**config.mk**
```make
export PLATFORM = sky130hd
export DESIGN_NAME = replay_bus_distributor
export DESIGN_NICKNAME = d
export VERILOG_FILES = /design/src/rtl/replay_bus_distributor.sv
export SDC_FILE = /design/constraint.sdc
export NUM_CORES = 1
export LEC_CHECK = 0
export ABC_AREA = 1
export BUFFER_PORTS_ARGS = -buffer_cell sky130_fd_sc_hd__buf_2
export CAP_MARGIN = 10
export CORE_AREA = 3 3 212 214
export CTS_CLUSTER_DIAMETER = 150
export DETAILED_ROUTE_END_ITERATION = 16
export DIE_AREA = 0 0 215 217
export GPL_ROUTABILITY_DRIVEN = 0
export PLACE_DENSITY_LB_ADDON = 0.25
export SETUP_SLACK_MARGIN = 0.02
export SLEW_MARGIN = 25
export SYNTH_ARGS = -nofsm -noshare
export SYNTH_HDL_FRONTEND = slang
export SYNTH_SLANG_ARGS = --single-unit
```
**constraint.sdc**
```tcl
create_clock -name clk -period 7.59 [get_ports clk]
set_input_delay 0.3795 -clock clk [delete_from_list [all_inputs] [get_ports clk]]
set_output_delay 0.3795 -clock clk [all_outputs]
set_load 0.01 [all_outputs]
```
**src/rtl/replay_bus_distributor.sv**
```systemverilog
// Holds one replay packet and broadcasts it to CHANNEL_CNT replayers, retiring it once every
// channel has accepted it. Define REPLAY_DIST_PERF_EN to add the pkt_cnt/stall_cnt counters.
module replay_bus_distributor #(
  parameter int CHANNEL_CNT = 4,
  parameter int DATA_WIDTH  = 64
) (
  input  logic                            clk,
  input  logic                            rst,
  input  logic                            replay_en,
  input  logic                            in_valid,
  output logic                            in_ready,
  input  logic [CHANNEL_CNT-1:0]          in_logb_valid,
  input  logic [CHANNEL_CNT*DATA_WIDTH-1:0] in_logb_data,
  input  logic [CHANNEL_CNT-1:0]          in_loge_valid,
  output logic [CHANNEL_CNT-1:0]          out_valid,
  input  logic [CHANNEL_CNT-1:0]          out_ready,
  output logic [CHANNEL_CNT-1:0]          out_logb_valid,
  output logic [CHANNEL_CNT*DATA_WIDTH-1:0] out_logb_data,
  output logic [CHANNEL_CNT-1:0]          out_loge_valid,
  output logic                            busy
`ifdef REPLAY_DIST_PERF_EN
  ,
  output logic [31:0]                     pkt_cnt,
  output logic [31:0]                     stall_cnt
`endif
);

  typedef enum logic {
    EMPTY     = 1'b0,
    BROADCAST = 1'b1
  } state_e;

  state_e                          state_q;
  logic [CHANNEL_CNT-1:0]          done_q;
  logic [CHANNEL_CNT-1:0]          logb_valid_q;
  logic [CHANNEL_CNT-1:0]          loge_valid_q;
  logic [CHANNEL_CNT*DATA_WIDTH-1:0] logb_data_q;

  logic                            hold_valid;
  logic [CHANNEL_CNT-1:0]          accept;
  logic                            retire;
  logic                            capture;

  assign hold_valid = (state_q == BROADCAST);
  assign out_valid  = {CHANNEL_CNT{hold_valid}} & ~done_q;
  assign accept     = out_valid & out_ready;
  // Retire in the same cycle the last outstanding channel accepts, so a new packet can follow.
  assign retire     = hold_valid & (&(done_q | accept));
  assign in_ready   = replay_en & ~rst & (~hold_valid | retire);
  assign capture    = in_valid & in_ready;
  assign busy       = hold_valid;

  assign out_logb_valid = logb_valid_q;
  assign out_logb_data  = logb_data_q;
  assign out_loge_valid = loge_valid_q;

  // NOTE: sequential state uses non-blocking assignments so every register samples pre-edge values.
  always_ff @(posedge clk) begin
    if (rst) begin
      state_q <= EMPTY;
      done_q  <= '0;
    end else begin
      case (state_q)
        EMPTY:     if (capture) state_q <= BROADCAST;
        BROADCAST: if (retire && !capture) state_q <= EMPTY;
      endcase
      done_q <= retire ? '0 : (done_q | accept);
    end
  end

  // NOTE: payload registers carry no reset; they are only observed while hold_valid is set.
  always_ff @(posedge clk) begin
    if (capture) begin
      logb_valid_q <= in_logb_valid;
      logb_data_q  <= in_logb_data;
      loge_valid_q <= in_loge_valid;
    end
  end

`ifdef REPLAY_DIST_PERF_EN
  logic [31:0] pkt_cnt_q;
  logic [31:0] stall_cnt_q;

  always_ff @(posedge clk) begin
    if (rst) begin
      pkt_cnt_q   <= '0;
      stall_cnt_q <= '0;
    end else begin
      pkt_cnt_q   <= pkt_cnt_q + {31'd0, retire};
      stall_cnt_q <= stall_cnt_q + {31'd0, hold_valid & ~retire};
    end
  end

  assign pkt_cnt   = pkt_cnt_q;
  assign stall_cnt = stall_cnt_q;
`endif

endmodule
```
==> summary.md, run 1 <==
| Metric | Value |
|---|---|
| Status | complete, no violations |
| Core Area | 43100 um2 |
| Clock share of power | 41.6% |
| Initial DRC count | 210 |
| Cells after Synth | 310 |
| Internal power | 2.66 mW |
| Full die area | 46700 um2 |
| Register area share after synthesis | 97.9% |
| Worst stage delay on the critical path | 0.59 ns |
| Avg Cell Area, Syn | 26.4 um2 |
| Initial antenna violation count | 2 |
| GRT Util Overall | 11.1% |
| Largest net degree at the start of global routing | 154 |
| CP cell instances | nand2_1 > nand2_1 > nand2_1 > o21ai_1 > nand3_1 > inv_8 > buf_12 |
| Drt pass-1 iters | 4 |
| CTS Sinks | 269 |
| Vias per cell | 3.54 |
| Final ANT Viol Nets | 0 |
| Startpoint Class | flop |
| Worst vdd ir | 155 uV |
| Clock H-tree levels | 1 |
| Vias in the first global route | 6795 |
| Max_cap viols | 0 |
| Fin nets | 1421 |
| Most common cell after layout, fill and taps aside | buf_2 |
| Worst-skew pair later-pin latency | 0.56 ns |
| Top-Level Pins | 542 |
| Slowest CP cell | buf_12 |
| Distinct cells, synth | 9 |
| IO Port Bufs | 541 |
| Final setup vio count | 0 |
| Fraction of layout cells with a size suffix above 1 | 50.8% |
| CTS Buf Count | 31 |
| Global-route wire length before repair | 40.3 mm |
| Largest cells by area after synthesis | edfxtp_1, dfxtp_1, inv_1, nor2_1, nand2_1 |
| Worst Max-Slew Pin Slew | 0.917 ns |
| Skew final | 0.0119 ns |
| Post-synth top area cell | edfxtp_1 |
| Max-slew violation count | 0 |
| Root Buffer | clkbuf_16 |
| Worst setup EP type | flop |
| Sequential power share | 50.1% |
| CP arrival | 3.03 ns |
| Final core occ | 35.5% |
| CTS tree | yes |
| DR DRC count | 0 |
| P_leak | 6.29 nW |
| CP max FO | 153 |
| Synthesized net count | 582 |
| Fin crit share | 37.6% |
| Cell area after synthesis | 8200 um2 |
| WL/cell | 15.7 um |
| Starting density of the core | 19.0% |
| Synthesized flop and latch total | 269 |
| Die outline width | 215 um |
| Switching Share | 21.3% |
| GR Overflow Total | 0 |
| Switch Pwr | 719 uW |
| Clock tree buffer depth | 3 |
| Rel. slew slack | 38.9% |
| Reg clk slew, reported paths | 0.06 ns |
| Tmin final | 2.85 ns |
| Logic pwr share | 8.3% |
| Vias | 6232 |
| Setup TNS | 0 ns |
| Resized Gates After CTS | 0 |
| Final hold vios | 0 |
| Worst EP required | 7.77 ns |
| Unrepaired setup endpoints after global routing | no |
| Area share of the largest cell type after synthesis | 96.7% |
| Commonest non-fill, non-tap cells in the layout | buf_2, dlygate4sd3_1, edfxtp_1, clkbuf_16, inv_1 |
| Die Y | 217 um |
| Achievable frequency | 351 MHz |
| Final WL | 27.6 mm |
| Hpwl dp | 19.2 mm |
| Min-delay worst type | in2reg |
| Yosys Warn Count | 0 |
| Most frequent CP cell | nand2_1 |
| Cell Pwr Density | 221 nW/um2 |
| Setup CP Type | reg2reg |
| Area delta synth->final | 86.4% |
| # rows | 76 |
-- path summary, 6_finish.rpt --
path	start	cells past startpoint	end	slack (ns)
worst max register to register	busy	7	out_logb_data[87]	4.74
worst min-delay path	rst	4	busy	0.11
worst max-delay path	busy	7	out_logb_data[87]	4.74
worst min register to register	done_q[2]	4	done_q[2]	0.55
-- final cells by class --
type	instances	area [um2]
Fill cell	4125	27800
Antenna cell	2	5.00
Inverter	13	56.3
Clock inverter	12	80.1
Sequential cell	269	8030
Tap cell	585	732
Timing Repair Buffer	806	5370
Clock buffer	45	888
Multi-Input combinational cell	28	120
-- Yosys cell counts (all sizes together) --
master	number
edfxtp	264
inv	13
nand2	14
nand3	1
nor2	12
o21ai	1
dfxtp	5
-- worst max-delay path, delay by kind of cell, from the launching register on --
kind | cells | cell delay [ns]
buffers and inverters | 2 | 1.12
and+or+nand+nor | 4 | 0.45
AOI/OAI and AO/OA | 1 | 0.12
DFF | 1 | 0.45
-- metal layers --
metal / track usage, % / part of all wire, % / vias to the layer above
li1: - / - / 2896
met1: 11.6 / 35 / 2964
met5: 0 / 0 / -
met3: 4.36 / 9.1 / 49
met2: 20.6 / 52 / 323
met4: 3.39 / 3.3 / 0
-- state kept, by name, indices dropped and copies added, names as in the netlist --
register	cells
out_logb_valid	4
out_loge_valid	4
done_q	4
busy	1
out_logb_data	256
-- logic make-up after synthesis --
logic type | Yosys count | synth area share, %
buf+inv | 13 | 0.595
simple gates | 27 | 1.40
compound gates | 1 | 0.0610
flops | 269 | 97.9
-- per-stage QoR --
stage / total power, mW / std cells / hold slack [ns] / instance area [um2] / worst slack, ns
global route: 3.52 / 1760 / 0.113 / 15300 / 4.46
global placement: 1.90 / 1437 / 0.538 / 11700 / 4.67
floorplan: 1.78 / 310 / 0.478 / 8200 / 0.980
finish: 3.38 / 1760 / 0.107 / 15300 / 4.74
detailed placement: 1.90 / 1437 / 0.534 / 11700 / 4.66
CTS: 3.46 / 1758 / 0.0580 / 15300 / 4.69
-- what timing repair did --
item / in CTS / in global routing
hold buffers: 264 / 0
setup buffers: 0 / 0
endpoints found under the hold margin: 264 / 0
-- power groups by stage --
stage               clock (mW)  combinational [mW]  sequential [mW]
detailed placement           0               0.172             1.73
CTS                       1.48               0.283             1.70
finish                    1.41               0.280             1.70
floorplan                    0              0.0238             1.76
global placement             0               0.171             1.73
global route              1.52               0.304             1.70
No activity file was read; power rests on OpenSTA's default activity.
==> run 2: changes to the inputs <==
Clock period 7.59 ns to 2.9 ns, I/O delays scaled along.
==> run 2 against run 1 <==
  * Non-clock buffer count up 19
  * Clock skew increased by 0.0059 ns
  * Critical path depth up 1
  * Critical path type unchanged
  * Largest power group unchanged
==> summary.md, run 2 (synthesized netlist as in run 1, its figures left out) <==
| Metric | Value |
|---|---|
| Status | complete, no violations |
| Initial antenna violation count | 3 (+1) |
| Fin nets | 1440 (+1.3%) |
| Die Y | 217 um (unchanged) |
| Unrepaired setup endpoints after global routing | no |
| GR Overflow Total | 0 (unchanged) |
| Starting density of the core | 19.0% (unchanged) |
| Hold WS | 0.277 ns (+0.169 ns) |
| P_leak | 6.35 nW (+0.99%) |
| DR DRC count | 0 (unchanged) |
| Worst-skew pair later-pin latency | 0.57 ns (about the same) |
| Skew final | 0.0178 ns (+0.00586 ns) |
| CP max FO | 8 (-95%) |
| Worst Max-Slew Pin Slew | 0.643 ns (-0.274 ns) |
| Startpoint Class | flop |
| WL/cell | 16.3 um (+3.7%) |
| Worst setup EP type | flop |
| Final setup vio count | 0 (unchanged) |
| Tmin final | 2.17 ns (-0.679 ns) |
| Root Buffer | clkbuf_16 |
| Worst EP required | 3.41 ns (-4.36 ns) |
| Vias | 6291 (+0.95%) |
| GRT Util Overall | 11.7% (+0.54 points) |
| Min-delay worst type | in2reg |
| Final core occ | 35.9% (+0.39 points) |
| Top-Level Pins | 542 (unchanged) |
| Fraction of layout cells with a size suffix above 1 | 50.2% (-0.64 points) |
| Max-slew violation count | 0 (unchanged) |
| Final instance area | 15400 um2 (+1.1%) |
| Final hold vios | 0 (unchanged) |
| Core Area | 43100 um2 (unchanged) |
| IO Port Bufs | 541 (unchanged) |
| CTS tree | yes |
| Full die area | 46700 um2 (unchanged) |
| Fin crit share | 74.9% (+37 points) |
| Most common cell after layout, fill and taps aside | buf_2 |
| Final ANT Viol Nets | 0 (unchanged) |
| Max_cap viols | 0 (unchanged) |
| Vias in the first global route | 7061 (+3.9%) |
| Hpwl dp | 19.9 mm (+3.3%) |
| Largest net degree at the start of global routing | 109 (-29%) |
| Reg clk slew, reported paths | 0.06 ns (about the same) |
| Worst vdd ir | 402 uV (+160%) |
| Vias per cell | 3.54 (about the same) |
| Final WL | 28.9 mm (+4.6%) |
| CTS Buf Count | 31 (unchanged) |
| CP arrival | 2.68 ns (-0.35 ns) |
| Cell Pwr Density | 575 nW/um2 (+160%) |
| Commonest non-fill, non-tap cells in the layout | buf_2, dlygate4sd3_1, edfxtp_1, clkbuf_16, inv_1 |
| Max reg flops | 256 (unchanged) |
| # rows | 76 (unchanged) |
| Fin cells | 1776 (+0.91%) |
| Die outline width | 215 um (unchanged) |
| Drt pass-1 iters | 6 (+2) |
| Initial DRC count | 296 (+41%) |
| Achievable frequency | 460 MHz (+31%) |
| Clock tree buffer depth | 3 (unchanged) |
| Area post-placement | 11700 um2 (+0.71%) |
| Placed cell count | 1445 (+0.56%) |
| Setup bufs post-CTS | 0 (unchanged) |
| Rel. slew slack | 57.2% (+18 points) |
| Global-route wire length before repair | 42.0 mm (+4.2%) |
| Clock H-tree levels | 1 (unchanged) |
| CTS Sinks | 269 (unchanged) |
| Setup CP Type | reg2reg |
| Area delta synth->final | 88.4% |
run 2: area by class of cell:
cell class | instances | area (um2)
Clock inverter | 15 | 135
Antenna cell | 1 | 2.50
Multi-Input combinational cell | 28 | 120
Sequential cell | 269 | 8030
Clock buffer | 40 | 810
Timing Repair Buffer | 825 | 5570
Fill cell | 4106 | 27600
Tap cell | 585 | 732
Inverter | 13 | 52.6
run 2: per-stage QoR:
stage | setup WS, ns | power (mW) | TNS (ns)
4_1_cts | 0.766 | 9.04 | 0
3_3_place_gp | 0.868 | 4.98 | 0
3_5_place_dp | 0.839 | 4.98 | 0
5_1_grt | 0.621 | 9.24 | 0
6_report | 0.728 | 8.88 | 0
2_1_floorplan | -2.19 | 4.66 | -577.97
run 2: per-layer routing:
layer / wire length [um] / part of all wire (%) / vias up / global-route usage, %
li1: - / - / 2931 / -
met1: 10300 / 36 / 2982 / 12.2
met2: 15000 / 52 / 320 / 21.6
met3: 2520 / 8.7 / 56 / 4.22
met4: 1030 / 3.6 / 2 / 4.08
met5: 8 / 0.028 / - / 0
run 2: repair_timing:
| item | in CTS | in global routing |
|---|---|---|
| resized for setup | 0 | 0 |
| hold endpoints to repair | 269 | 0 |
| endpoints found under the setup margin | 0 | 0 |
| hold buffers | 275 | 0 |
run 2: final timing paths:
check / from / to / slack (ns) / cells after the start
worst min-delay path: in_logb_data[228] / out_logb_data[228] / 0.28 / 2
worst min register to register: busy / out_logb_data[203] / 0.95 / 3
worst max register to register: busy / busy / 0.73 / 8
worst max-delay path: busy / busy / 0.73 / 8
run 2: power breakdown:
part	internal (mW)	total, mW	switching [mW]
registers	4.41	4.44	0.0308
clock network	2.13	3.68	1.55
logic	0.454	0.758	0.304
total	7.00	8.88	1.88
run 2: critical path, cell delays in order, from the launching register on:
cell           delay, ns
dfxtp_2             0.40
nand2_1             0.07
nand2_1             0.10
nand2_1             0.08
o21ai_1             0.12
nand3_1             0.14
dlygate4sd3_1       0.60
nand2_1             0.06
dlygate4sd3_1       0.54
==> run 3: changes to the inputs <==
Settings changed: ABC_AREA 1 to 0.
Clock period 2.9 ns to 2.1 ns, I/O delays scaled along.
==> run 3 against run 2 <==
  * Sequential share of layout area is 0.19 points lower
  * Critical endpoint is now in_ready
  * Final cell count down 0.84%
  * Area after synthesis is 0.50% lower
  * Total power grew 37%
==> summary.md, run 3 <==
| Metric | Value |
|---|---|
| Final core occ | 36.0% (+0.15 points) |
| Total power | 12.2 mW (+37%) |
| Most common cell after layout, fill and taps aside | buf_2 |
| Clock tree buffer depth | 3 (unchanged) |
| Largest cells by area after synthesis | edfxtp_1, dfxtp_1, a21oi_1, a211oi_1, nor2b_1 |
| Logic pwr share | 8.6% (about the same) |
| Area share of the largest cell type after synthesis | 97.2% (+0.49 points) |
| Achievable frequency | 496 MHz |
| Setup CP Type | reg2out |
| Cells after Synth | 290 (-6.5%) |
| Register area share after synthesis | 98.4% (+0.50 points) |
| Fin nets | 1425 (-1.0%) |
| CP bufs+invs | 1 (-1) |
| Switching Share | 20.8% (-0.38 points) |
| Avg Cell Area, Syn | 28.1 um2 (+6.4%) |
| Post-synth top flop | edfxtp_1 |
| Min-delay worst type | in2reg |
| DR DRC count | 0 (unchanged) |
| GRT Util Overall | 11.3% (-0.34 points) |
| IO Port Bufs | 541 (unchanged) |
| Unrepaired setup endpoints after global routing | no |
| Global-route wire length before repair | 40.8 mm (-2.9%) |
| Root Buffer | clkbuf_16 |
| Most common library cells after synthesis | edfxtp_1, a21oi_1, dfxtp_1 |
| Die Y | 217 um (unchanged) |
| Distinct cells, synth | 11 (+2) |
| Drt pass-1 iters | 4 (-2) |
| Final WL | 28.2 mm (-2.3%) |
| Area post-placement | 11800 um2 (+0.63%) |
| CTS Sinks | 269 (unchanged) |
| Starting density of the core | 18.9% (-0.096 points) |
| Clock H-tree levels | 1 (unchanged) |
| Slowest CP cell | or4_4 |
| Cell with the most instances after synthesis | edfxtp_1 |
| WL/cell | 16.0 um (-1.4%) |
| Max_cap viols | 0 (unchanged) |
| Family with the most delay on the worst path | simple AND/OR/NAND/NOR gates |
| CP cell instances | a21oi_2 > or4_4 > a21oi_4 > buf_6 |
| Post-synth top area cell | edfxtp_1 |
| Area delta synth->final | 90.2% |
| Core Area | 43100 um2 (unchanged) |
| Reg clk slew, reported paths | 0.06 ns (about the same) |
| Initial DRC count | 202 (-32%) |
| Worst stage delay on the critical path | 0.58 ns (-0.02 ns) |
| EDFF count, synth | 264 (unchanged) |
| Startpoint Class | flop |
| Sequential power share | 50.3% (+0.3 points) |
| Post-place setup slack | 0.0299 ns (-0.810 ns) |
| Max reg flops | 256 (unchanged) |
| Final instance area | 15500 um2 (+0.40%) |
| Status | complete, no violations |
| Synthesized net count | 562 (-3.4%) |
| CTS tree | yes |
| Fin crit share | 96.0% |
| Rel. slew slack | 54.5% (-2.7 points) |
| Fraction of layout cells with a size suffix above 1 | 51.6% (+1.5 points) |
| Internal power | 9.63 mW (+38%) |
| Worst setup EP type | output port |
| Hpwl dp | 20.0 mm (+0.75%) |
| Async S/R FF share, synth | 0% (unchanged) |
| Vias per cell | 3.53 (-0.32%) |
| Clock share of power | 41.1% (-0.4 points) |
| Yosys Warn Count | 0 (unchanged) |
| Full die area | 46700 um2 (unchanged) |
| CP max FO | 6 (-2) |
| Worst EP required | 2.00 ns (-1.41 ns) |
| Top-Level Pins | 542 (unchanged) |
| Initial antenna violation count | 5 (+2) |
| Vias | 6218 (-1.2%) |
| GR Overflow Total | 0 (unchanged) |
| Worst-skew pair later-pin latency | 0.57 ns (about the same) |
| Worst Max-Slew Pin Slew | 0.677 ns (+0.0343 ns) |
| Largest net degree at the start of global routing | 45 (-59%) |
| Final ANT Viol Nets | 0 (unchanged) |
| Hold WS | 0.174 ns (-0.103 ns) |
| Tmin final | 2.02 ns |
| CP arrival | 1.91 ns (-0.77 ns) |
| Cell Pwr Density | 785 nW/um2 (+36%) |
| Final worst slack | 0.0837 ns (-0.644 ns) |
| Cell area after synthesis | 8160 um2 (-0.50%) |
| P_leak | 6.34 nW (-0.15%) |
| Die outline width | 215 um (unchanged) |
| Worst vdd ir | 536 uV (+33%) |
| Final setup vio count | 0 (unchanged) |
| Final hold vios | 0 (unchanged) |
| Commonest non-fill, non-tap cells in the layout | buf_2, dlygate4sd3_1, edfxtp_1, clkbuf_16, buf_4 |
| CTS Buf Count | 30 (-3.2%) |
| Switch Pwr | 2.54 mW (+35%) |
| Vias in the first global route | 6921 (-2.0%) |
| Max-slew violation count | 0 (unchanged) |
| Skew final | 0.00863 ns (-0.00917 ns) |
| # rows | 76 (unchanged) |
| Synthesized flop and latch total | 269 (unchanged) |
[run 3: routing by layer]
layer	track usage [%]	vias up	part of all wire, %
met5	0	-	0.14
met4	3.88	6	3.6
met3	4.02	55	8.2
met2	20.5	309	51
met1	12.3	2929	37
li1	-	2919	-
[run 3: final cells by class]
cell class	instances	area (um2)
Fill cell	4085	27600
Sequential cell	269	8030
Timing Repair Buffer	832	5660
Clock buffer	37	798
Tap cell	585	732
Multi-Input combinational cell	20	158
Clock inverter	16	129
Antenna cell	2	5.00
[run 3: power by group through the flow]
stage	Sequential, mW	Combinational (mW)	Clock (mW)
after floorplan	6.33	0.0806	0
after global placement	6.23	0.628	0
after detailed placement	6.23	0.634	0
after CTS	6.12	1.05	5.22
after global routing	6.13	1.13	5.39
final	6.12	1.05	5.00
[run 3: metrics by stage]
step	setup TNS, ns	cells
2_1_floorplan	-1001.31	290
3_3_place_gp	0	1432
3_5_place_dp	0	1432
4_1_cts	0	1759
5_1_grt	0	1760
6_report	0	1761
[run 3: worst paths after layout]
path                                          end    startpoint  depth (start not counted)  slack [ns]
worst min-delay path                         busy  out_ready[0]                          4        0.17
worst max-delay path                     in_ready          busy                          4        0.08
worst max register to register  out_loge_valid[2]          busy                          5        0.08
worst min register to register          done_q[3]     done_q[3]                          2        0.60
[run 3: cells by family (layout without fill, tap and decap cells)]
family | count (synthesis) | in the layout | synth area share [%]
other cells | 0 | 2 | 0
simple gates | 9 | 9 | 0.721
flops | 269 | 269 | 98.4
compound gates | 11 | 11 | 0.798
buf+inv | 1 | 885 | 0.0460
[run 3: repair_timing]
| action | in CTS | in global routing |
|---|---|---|
| setup buffers | 3 | 0 |
| hold buffers | 271 | 0 |
| pin swaps | 0 | 0 |
| endpoints found under the setup margin | 1 | 11 |
| gates resized for setup | 2 | 2 |
| hold endpoints to repair | 269 | 0 |
[run 3: worst register-to-register path: stages, from the launching register on]
cell	delay (ns)
dfxtp_4	0.38
a21oi_2	0.08
or4_4	0.58
a21oi_4	0.18
buf_12	0.19
buf_16	0.26
